## src/rtl/pkt_out_stage_if.sv

```systemverilog
// rtl/pkt_out_stage_if.sv - fifo_sram read port and egress pipeline signals of pkt_out_stage
interface pkt_out_stage_if #(
  parameter int DATA_WIDTH = 64,
  parameter int CTRL_WIDTH = DATA_WIDTH / 8
);
  logic [CTRL_WIDTH+DATA_WIDTH-1:0] fifo_output;
  logic                             fifo_empty;
  logic                             reb;
  logic [DATA_WIDTH-1:0]            out_data;
  logic [CTRL_WIDTH-1:0]            out_ctrl;
  logic                             out_wr;
  logic                             out_rdy;

  // egress stage side
  modport master (
    input  fifo_output, fifo_empty, out_rdy,
    output reb, out_data, out_ctrl, out_wr
  );

  // fifo_sram and downstream side
  modport slave (
    output fifo_output, fifo_empty, out_rdy,
    input  reb, out_data, out_ctrl, out_wr
  );
endinterface

```

## src/rtl/pkt_out_stage.sv

```systemverilog
// rtl/pkt_out_stage.sv - fifo_sram egress stage with 2-entry skid buffer, packet framing and statistics (optional PKT_DROP_EN)
module pkt_out_stage #(
  parameter int DATA_WIDTH = 64,
  parameter int CTRL_WIDTH = DATA_WIDTH / 8,
  parameter int CNT_WIDTH  = 32
) (
  input  logic                 clk,
  input  logic                 reset,
  pkt_out_stage_if.master      bus,
  input  logic                 drop_req,
  output logic                 in_pkt,
  output logic [CNT_WIDTH-1:0] pkt_count,
  output logic [CNT_WIDTH-1:0] word_count,
  output logic [CNT_WIDTH-1:0] drop_count
);
  localparam int W = CTRL_WIDTH + DATA_WIDTH;

  typedef enum logic [1:0] {S_HDR, S_BODY, S_DROP_HDR, S_DROP_BODY} state_t;

  state_t         state, state_nxt;
  logic [W-1:0]   skid0, skid1;
  logic [1:0]     occ;
  logic           inflight;
  logic           avail;
  logic [W-1:0]   head;
  logic           head_nz;
  logic           drop_act;
  logic           pop;
  logic           in_pkt_nxt;
  logic           pkt_inc;
  logic           drop_inc;

  // A read is only issued when the returning word is guaranteed a skid slot
  assign bus.reb = !reset && !bus.fifo_empty && (({1'b0, occ} + {2'b00, inflight}) < 3'd2);

  // With an empty buffer the word returning from the SRAM is presented directly,
  // which gives reb-to-out_wr latency of one cycle and 1 word/cycle streaming.
  assign avail   = (occ != 2'd0) || inflight;
  assign head    = (occ != 2'd0) ? skid0 : bus.fifo_output;
  assign head_nz = |head[W-1:DATA_WIDTH];

`ifdef PKT_DROP_EN
  assign drop_act = avail && ((state == S_DROP_HDR) || (state == S_DROP_BODY) ||
                              ((state == S_HDR) && !in_pkt && drop_req));
`else
  assign drop_act = 1'b0;
`endif

  assign bus.out_wr   = avail && bus.out_rdy && !drop_act;
  assign bus.out_data = avail ? head[DATA_WIDTH-1:0] : '0;
  assign bus.out_ctrl = avail ? head[W-1:DATA_WIDTH] : '0;
  assign pop          = bus.out_wr || (avail && drop_act);

  // Skid buffer: pop from the head, write returning words behind what remains
  always_ff @(posedge clk or posedge reset) begin
    if (reset) begin
      occ      <= 2'd0;
      inflight <= 1'b0;
      skid0    <= '0;
      skid1    <= '0;
    end else begin
      inflight <= bus.reb;
      case (occ)
        2'd0: begin
          if (inflight && !pop) begin
            skid0 <= bus.fifo_output;
            occ   <= 2'd1;
          end
        end
        2'd1: begin
          if (pop && inflight) begin
            skid0 <= bus.fifo_output;
          end else if (pop) begin
            occ <= 2'd0;
          end else if (inflight) begin
            skid1 <= bus.fifo_output;
            occ   <= 2'd2;
          end
        end
        default: begin
          if (pop) begin
            skid0 <= skid1;
            occ   <= 2'd1;
          end
        end
      endcase
    end
  end

  // Framing state register
  always_ff @(posedge clk or posedge reset) begin
    if (reset) begin
      state  <= S_HDR;
      in_pkt <= 1'b0;
    end else begin
      state  <= state_nxt;
      in_pkt <= in_pkt_nxt;
    end
  end

  // Framing next state: advances on every word leaving the head, forwarded or dropped
  always_comb begin
    state_nxt  = state;
    in_pkt_nxt = in_pkt;
    pkt_inc    = 1'b0;
    drop_inc   = 1'b0;
    if (pop) begin
      case (state)
        S_HDR: begin
          if (drop_act) begin
            state_nxt = head_nz ? S_DROP_HDR : S_DROP_BODY;
          end else begin
            in_pkt_nxt = 1'b1;
            if (!head_nz) state_nxt = S_BODY;
          end
        end
        S_BODY: begin
          if (head_nz) begin
            state_nxt  = S_HDR;
            in_pkt_nxt = 1'b0;
            pkt_inc    = 1'b1;
          end
        end
        S_DROP_HDR: begin
          if (!head_nz) state_nxt = S_DROP_BODY;
        end
        default: begin
          if (head_nz) begin
            state_nxt = S_HDR;
            drop_inc  = 1'b1;
          end
        end
      endcase
    end
  end

  // Forwarded packet and word statistics, wrapping
  always_ff @(posedge clk or posedge reset) begin
    if (reset) begin
      pkt_count  <= '0;
      word_count <= '0;
    end else begin
      if (pkt_inc)    pkt_count  <= pkt_count + CNT_WIDTH'(1);
      if (bus.out_wr) word_count <= word_count + CNT_WIDTH'(1);
    end
  end

`ifdef PKT_DROP_EN
  // Dropped packet statistic, counted on the dropped EOP word
  always_ff @(posedge clk or posedge reset) begin
    if (reset) begin
      drop_count <= '0;
    end else if (drop_inc) begin
      drop_count <= drop_count + CNT_WIDTH'(1);
    end
  end
`else
  logic unused_drop;
  assign unused_drop = drop_req ^ drop_inc;
  assign drop_count  = '0;
`endif

endmodule

```

## src/flat_wrapper.sv

```systemverilog
// flat-port wrapper written by rule: the top's interface ports become plain ports
module pkt_out_stage_flat 
#(
  parameter int DATA_WIDTH = 64,
  parameter int CTRL_WIDTH = DATA_WIDTH / 8,
  parameter int CNT_WIDTH  = 32
)
  (clk, reset, drop_req, in_pkt, pkt_count, word_count, drop_count, bus_fifo_output, bus_fifo_empty, bus_out_rdy, bus_reb, bus_out_data, bus_out_ctrl, bus_out_wr);
  pkt_out_stage_if #(.DATA_WIDTH(DATA_WIDTH), .CTRL_WIDTH(CTRL_WIDTH)) bus_i ();
  input  logic clk;
  input  logic reset;
  input  logic drop_req;
  output logic in_pkt;
  output logic [CNT_WIDTH-1:0] pkt_count;
  output logic [CNT_WIDTH-1:0] word_count;
  output logic [CNT_WIDTH-1:0] drop_count;
  input wire logic [$bits(bus_i.fifo_output)-1:0] bus_fifo_output;
  input wire logic [$bits(bus_i.fifo_empty)-1:0] bus_fifo_empty;
  input wire logic [$bits(bus_i.out_rdy)-1:0] bus_out_rdy;
  output wire logic [$bits(bus_i.reb)-1:0] bus_reb;
  output wire logic [$bits(bus_i.out_data)-1:0] bus_out_data;
  output wire logic [$bits(bus_i.out_ctrl)-1:0] bus_out_ctrl;
  output wire logic [$bits(bus_i.out_wr)-1:0] bus_out_wr;
  assign bus_i.fifo_output = bus_fifo_output;
  assign bus_i.fifo_empty = bus_fifo_empty;
  assign bus_i.out_rdy = bus_out_rdy;
  assign bus_reb = bus_i.reb;
  assign bus_out_data = bus_i.out_data;
  assign bus_out_ctrl = bus_i.out_ctrl;
  assign bus_out_wr = bus_i.out_wr;
  pkt_out_stage #(.DATA_WIDTH(DATA_WIDTH), .CTRL_WIDTH(CTRL_WIDTH), .CNT_WIDTH(CNT_WIDTH)) u_core (.clk(clk), .reset(reset), .bus(bus_i), .drop_req(drop_req), .in_pkt(in_pkt), .pkt_count(pkt_count), .word_count(word_count), .drop_count(drop_count));
endmodule
```

## config.mk

```make
export PLATFORM = sky130hd
export DESIGN_NAME = pkt_out_stage_flat
export DESIGN_NICKNAME = d
export VERILOG_FILES = /design/src/rtl/pkt_out_stage_if.sv /design/src/rtl/pkt_out_stage.sv /design/src/flat_wrapper.sv
export SDC_FILE = /design/constraint.sdc
export NUM_CORES = 1
export LEC_CHECK = 0
export CAP_MARGIN = 20
export CORE_ASPECT_RATIO = 1.2
export CORE_MARGIN = 4
export CORE_UTILIZATION = 50
export DETAILED_ROUTE_END_ITERATION = 12
export HOLD_SLACK_MARGIN = 0.15
export PLACE_DENSITY = 0.78
export SKIP_LAST_GASP = 1
export SLEW_MARGIN = 20
export SYNTH_ARGS = -nofsm -noshare
export SYNTH_HDL_FRONTEND = slang
export SYNTH_SLANG_ARGS = --single-unit
```

## constraint.sdc

```tcl
create_clock -name clk -period 8.93 [get_ports clk]
set_input_delay 1.786 -clock clk [delete_from_list [all_inputs] [get_ports clk]]
set_output_delay 1.786 -clock clk [all_outputs]
set_load 0.05 [all_outputs]
```

==> metrics <==
Slew headroom 0.298; largest net degree at the start of global routing 140; final hold viol count 0; Tcrit/Tclk final 0.618; FFs w/ async S/R, synth 1.00; hold_buf cts 0; CP startpoint kind input pin; ANT nets after route 0; drt drc 0; commonest non-fill, non-tap cell in the layout clkdlybuf4s50_1; RD Place Congestion between 0.7 and 0.8; clock latency on the worst-skew pair 0.50 ns; post-synthesis xor/xnor area fraction 0.0530; r2r endpoint u_core.skid0[44]; post-route total power roughly 3.8 mW; number of synthesized flops with an enable pin 0; core area between 20000 and 25000 um2; IO Pins 248; routed wire length approximately 25000 um; share of power burned in registers 0.396; peak per-stage delay on the critical path 0.83 ns; Port Buffers ~210; final cell count without fillers between 1000 and 1500; # rows 57; largest area contributor in the netlist dfrtp_1; clk slew on worst S/H paths roughly 0.060 ns; synth top area cells dfrtp_1, mux2_2, mux2i_1, nand2_1, xnor2_1; maxcap violations 0; vias per std cell between 5 and 6; Final min period 5.52 ns; clk sinks 214; Post-CTS Resized 0; flop2flop setup slack 5.49 ns; hold depth 1; most frequent cells in the layout clkdlybuf4s50_1, dfrtp_1, nand2_1; sw power approximately 1.4 mW; P_int 2.36 mW; Cells after Synth 1025; CP endpoint kind output pin; drt wl/cell ~17 um; die footprint around 23000 um2; vias in the first global route around 7900; Die W between 100 and 150 um; postcts setup bufs 0; CTS H-Tree Depth 1; fraction of power spent switching nets 0.373; Worst Path Required 7.14 ns; layout cells sized above 1 0.107; RSZ-0062 raised after global routing no; fraction of the mapped netlist area in simple logic gates 0.148; count of cell types in the netlist 46; Die Ht around 170 um; Min-Delay Endpoint u_core.word_count[31]; critical path peak fanout 11; post-synthesis compound-gate area fraction 0.0826; Placed Area 12600 um2; clock root buffer clkbuf_16; DRT iter0 DRCs 425; 1st-pass router iterations 5; total gr overflow 0; design area between 10000 and 15000 um2; synth warn 0; outcome completed; CP Class in2out; Seq/Total Area, Yosys 0.515; final net count 1289; pwr dens about 280 nW/um2; final setup vio count 0; Total Routing Usage GR 0.204; post-synthesis register bit count 214; ys flop type dfrtp_1; Setup TNS Final 0 ns; hold_sp u_core.word_count[31]; first-pass GRT wire length 40100 um; Area Overhead vs Synth 28.1%; filler cell count ~1600; RR Startpoint u_core.occ[1]; CP most frequent cell clkdlybuf4s50_1; Slew Viols, Final 0; Avg Cell Area, Syn ~10 um2; VDD IR max ~0.00019 V; R2R cell count 5; Worst Path Arrival 3.74 ns; combinational power share 0.354; TritonCTS clock tree built; total CTS buffers 23; Post-Syn Area approximately 10000 um2; multi-input logic area 4650 um2; Slew @ Worst Pin roughly 1.1 ns; Slowest-stage cell, CP clkdlybuf4s50_1; largest family of logic cells by synthesized area multiplexers; DP HPWL between 15000 and 20000 um; initial antenna violation count 2; share of the synthesized area in the top cell type 0.515; vias 7922; placed insts 1450; proportion of synthesized area in mux cells 0.148; crit path cell chain clkdlybuf4s50_1, o21ai_2, inv_2, clkdlybuf4s50_1; starting density of the core 0.512; post-synthesis adder-cell area fraction 0.00241; buffer depth of the longest clock path 3; Pleak approximately 5.4 nW; Sequential cell area ~5400 um2; maximum clock rate between 0.15 and 0.2 GHz; worst min-delay path category reg2reg; Clock power frac 0.249; Clock Skew ~0.0097 ns
-- metrics by stage --
| stage | hold WS, ns | utilization | worst slack (ns) |
|---|---|---|---|
| 2_1_floorplan | 0.467 | - | 1.29 |
| 3_3_place_gp | 0.460 | 0.618 | 3.38 |
| 3_5_place_dp | 0.466 | 0.618 | 3.38 |
| 4_1_cts | 0.473 | 0.655 | 3.37 |
| 5_1_grt | 0.504 | 0.655 | 3.21 |
| 6_report | 0.464 | 0.655 | 3.41 |
-- worst max-delay path: cells and delay by family --
family	cells	cell delay, ns
AOI/OAI and AO/OA	1	0.16
buffers and inverters	3	1.78
-- worst max path at each step --
stage / start / end / slack [ns] / cells past startpoint
floorplan: reset / u_core.in_pkt / 1.29 / 1
global placement: bus_out_rdy / bus_out_wr / 3.38 / 4
detailed placement: bus_out_rdy / bus_out_wr / 3.38 / 4
CTS: bus_out_rdy / bus_out_wr / 3.37 / 4
global route: u_core.occ[1] / bus_out_data[50] / 3.21 / 5
finish: bus_out_rdy / bus_out_wr / 3.41 / 4
-- routing by layer --
| metal | GRT usage | vias up | wire length [um] | part of all wire |
|---|---|---|---|---|
| li1 | - | 3802 | - | - |
| met1 | 0.254 | 3871 | 10300 | 0.42 |
| met2 | 0.355 | 203 | 12400 | 0.50 |
| met3 | 0.0423 | 46 | 1330 | 0.054 |
| met4 | 0.0695 | 0 | 667 | 0.027 |
| met5 | 0 | - | 0 | 0 |
-- power groups by stage --
stage	Sequential [mW]	Combinational, mW	Clock [mW]
2_1_floorplan	1.53	0.904	0
3_3_place_gp	1.49	1.32	0
3_5_place_dp	1.51	1.34	0
4_1_cts	1.49	1.35	0.957
5_1_grt	1.54	1.43	1.00
6_report	1.49	1.34	0.939
-- flip-flops by register name, indices dropped and copies added, names as in the netlist --
name	count
u_core.skid0	72
u_core.skid1	72
u_core.pkt_count	32
u_core.word_count	32
u_core.occ	2
u_core.state	2
u_core.in_pkt	1
u_core.inflight	1
-- cell type report --
cell class	count	area share
clock inverters	2	0.00291
multi-input cells	744	0.349
well taps	265	0.0249
diodes	2	0.000376
repair buffers	221	0.165
flip-flops and latches	214	0.402
inverters	6	0.00225
clock buffers	37	0.0532
-- Yosys cell counts (2+ instances only) --
library cell,count
mux2i_1,72
xnor2_1,48
buf_1,6
nand3_1,24
nand2_1,171
nor4_1,2
dfrtp_1,214
a21oi_1,74
and4_1,8
nor3b_1,4
and3_1,12
nand4_1,20
xor2_1,15
nor3_2,5
nor3_1,2
o21ai_0,74
buf_4,32
buf_2,21
inv_1,5
nor2_1,84
ha_1,2
mux2_2,72
clkbuf_1,31
and2_1,5
-- cell families (layout without fill, tap and decap cells) --
logic type	after synthesis	count (layout)
simple gates	344	344
other cells	1	34
fa+ha+maj	2	2
mux	145	145
flops	214	214
compound gates	158	158
xor+xnor	63	63
buf+inv	98	266
(Power assumes the default switching activity.)
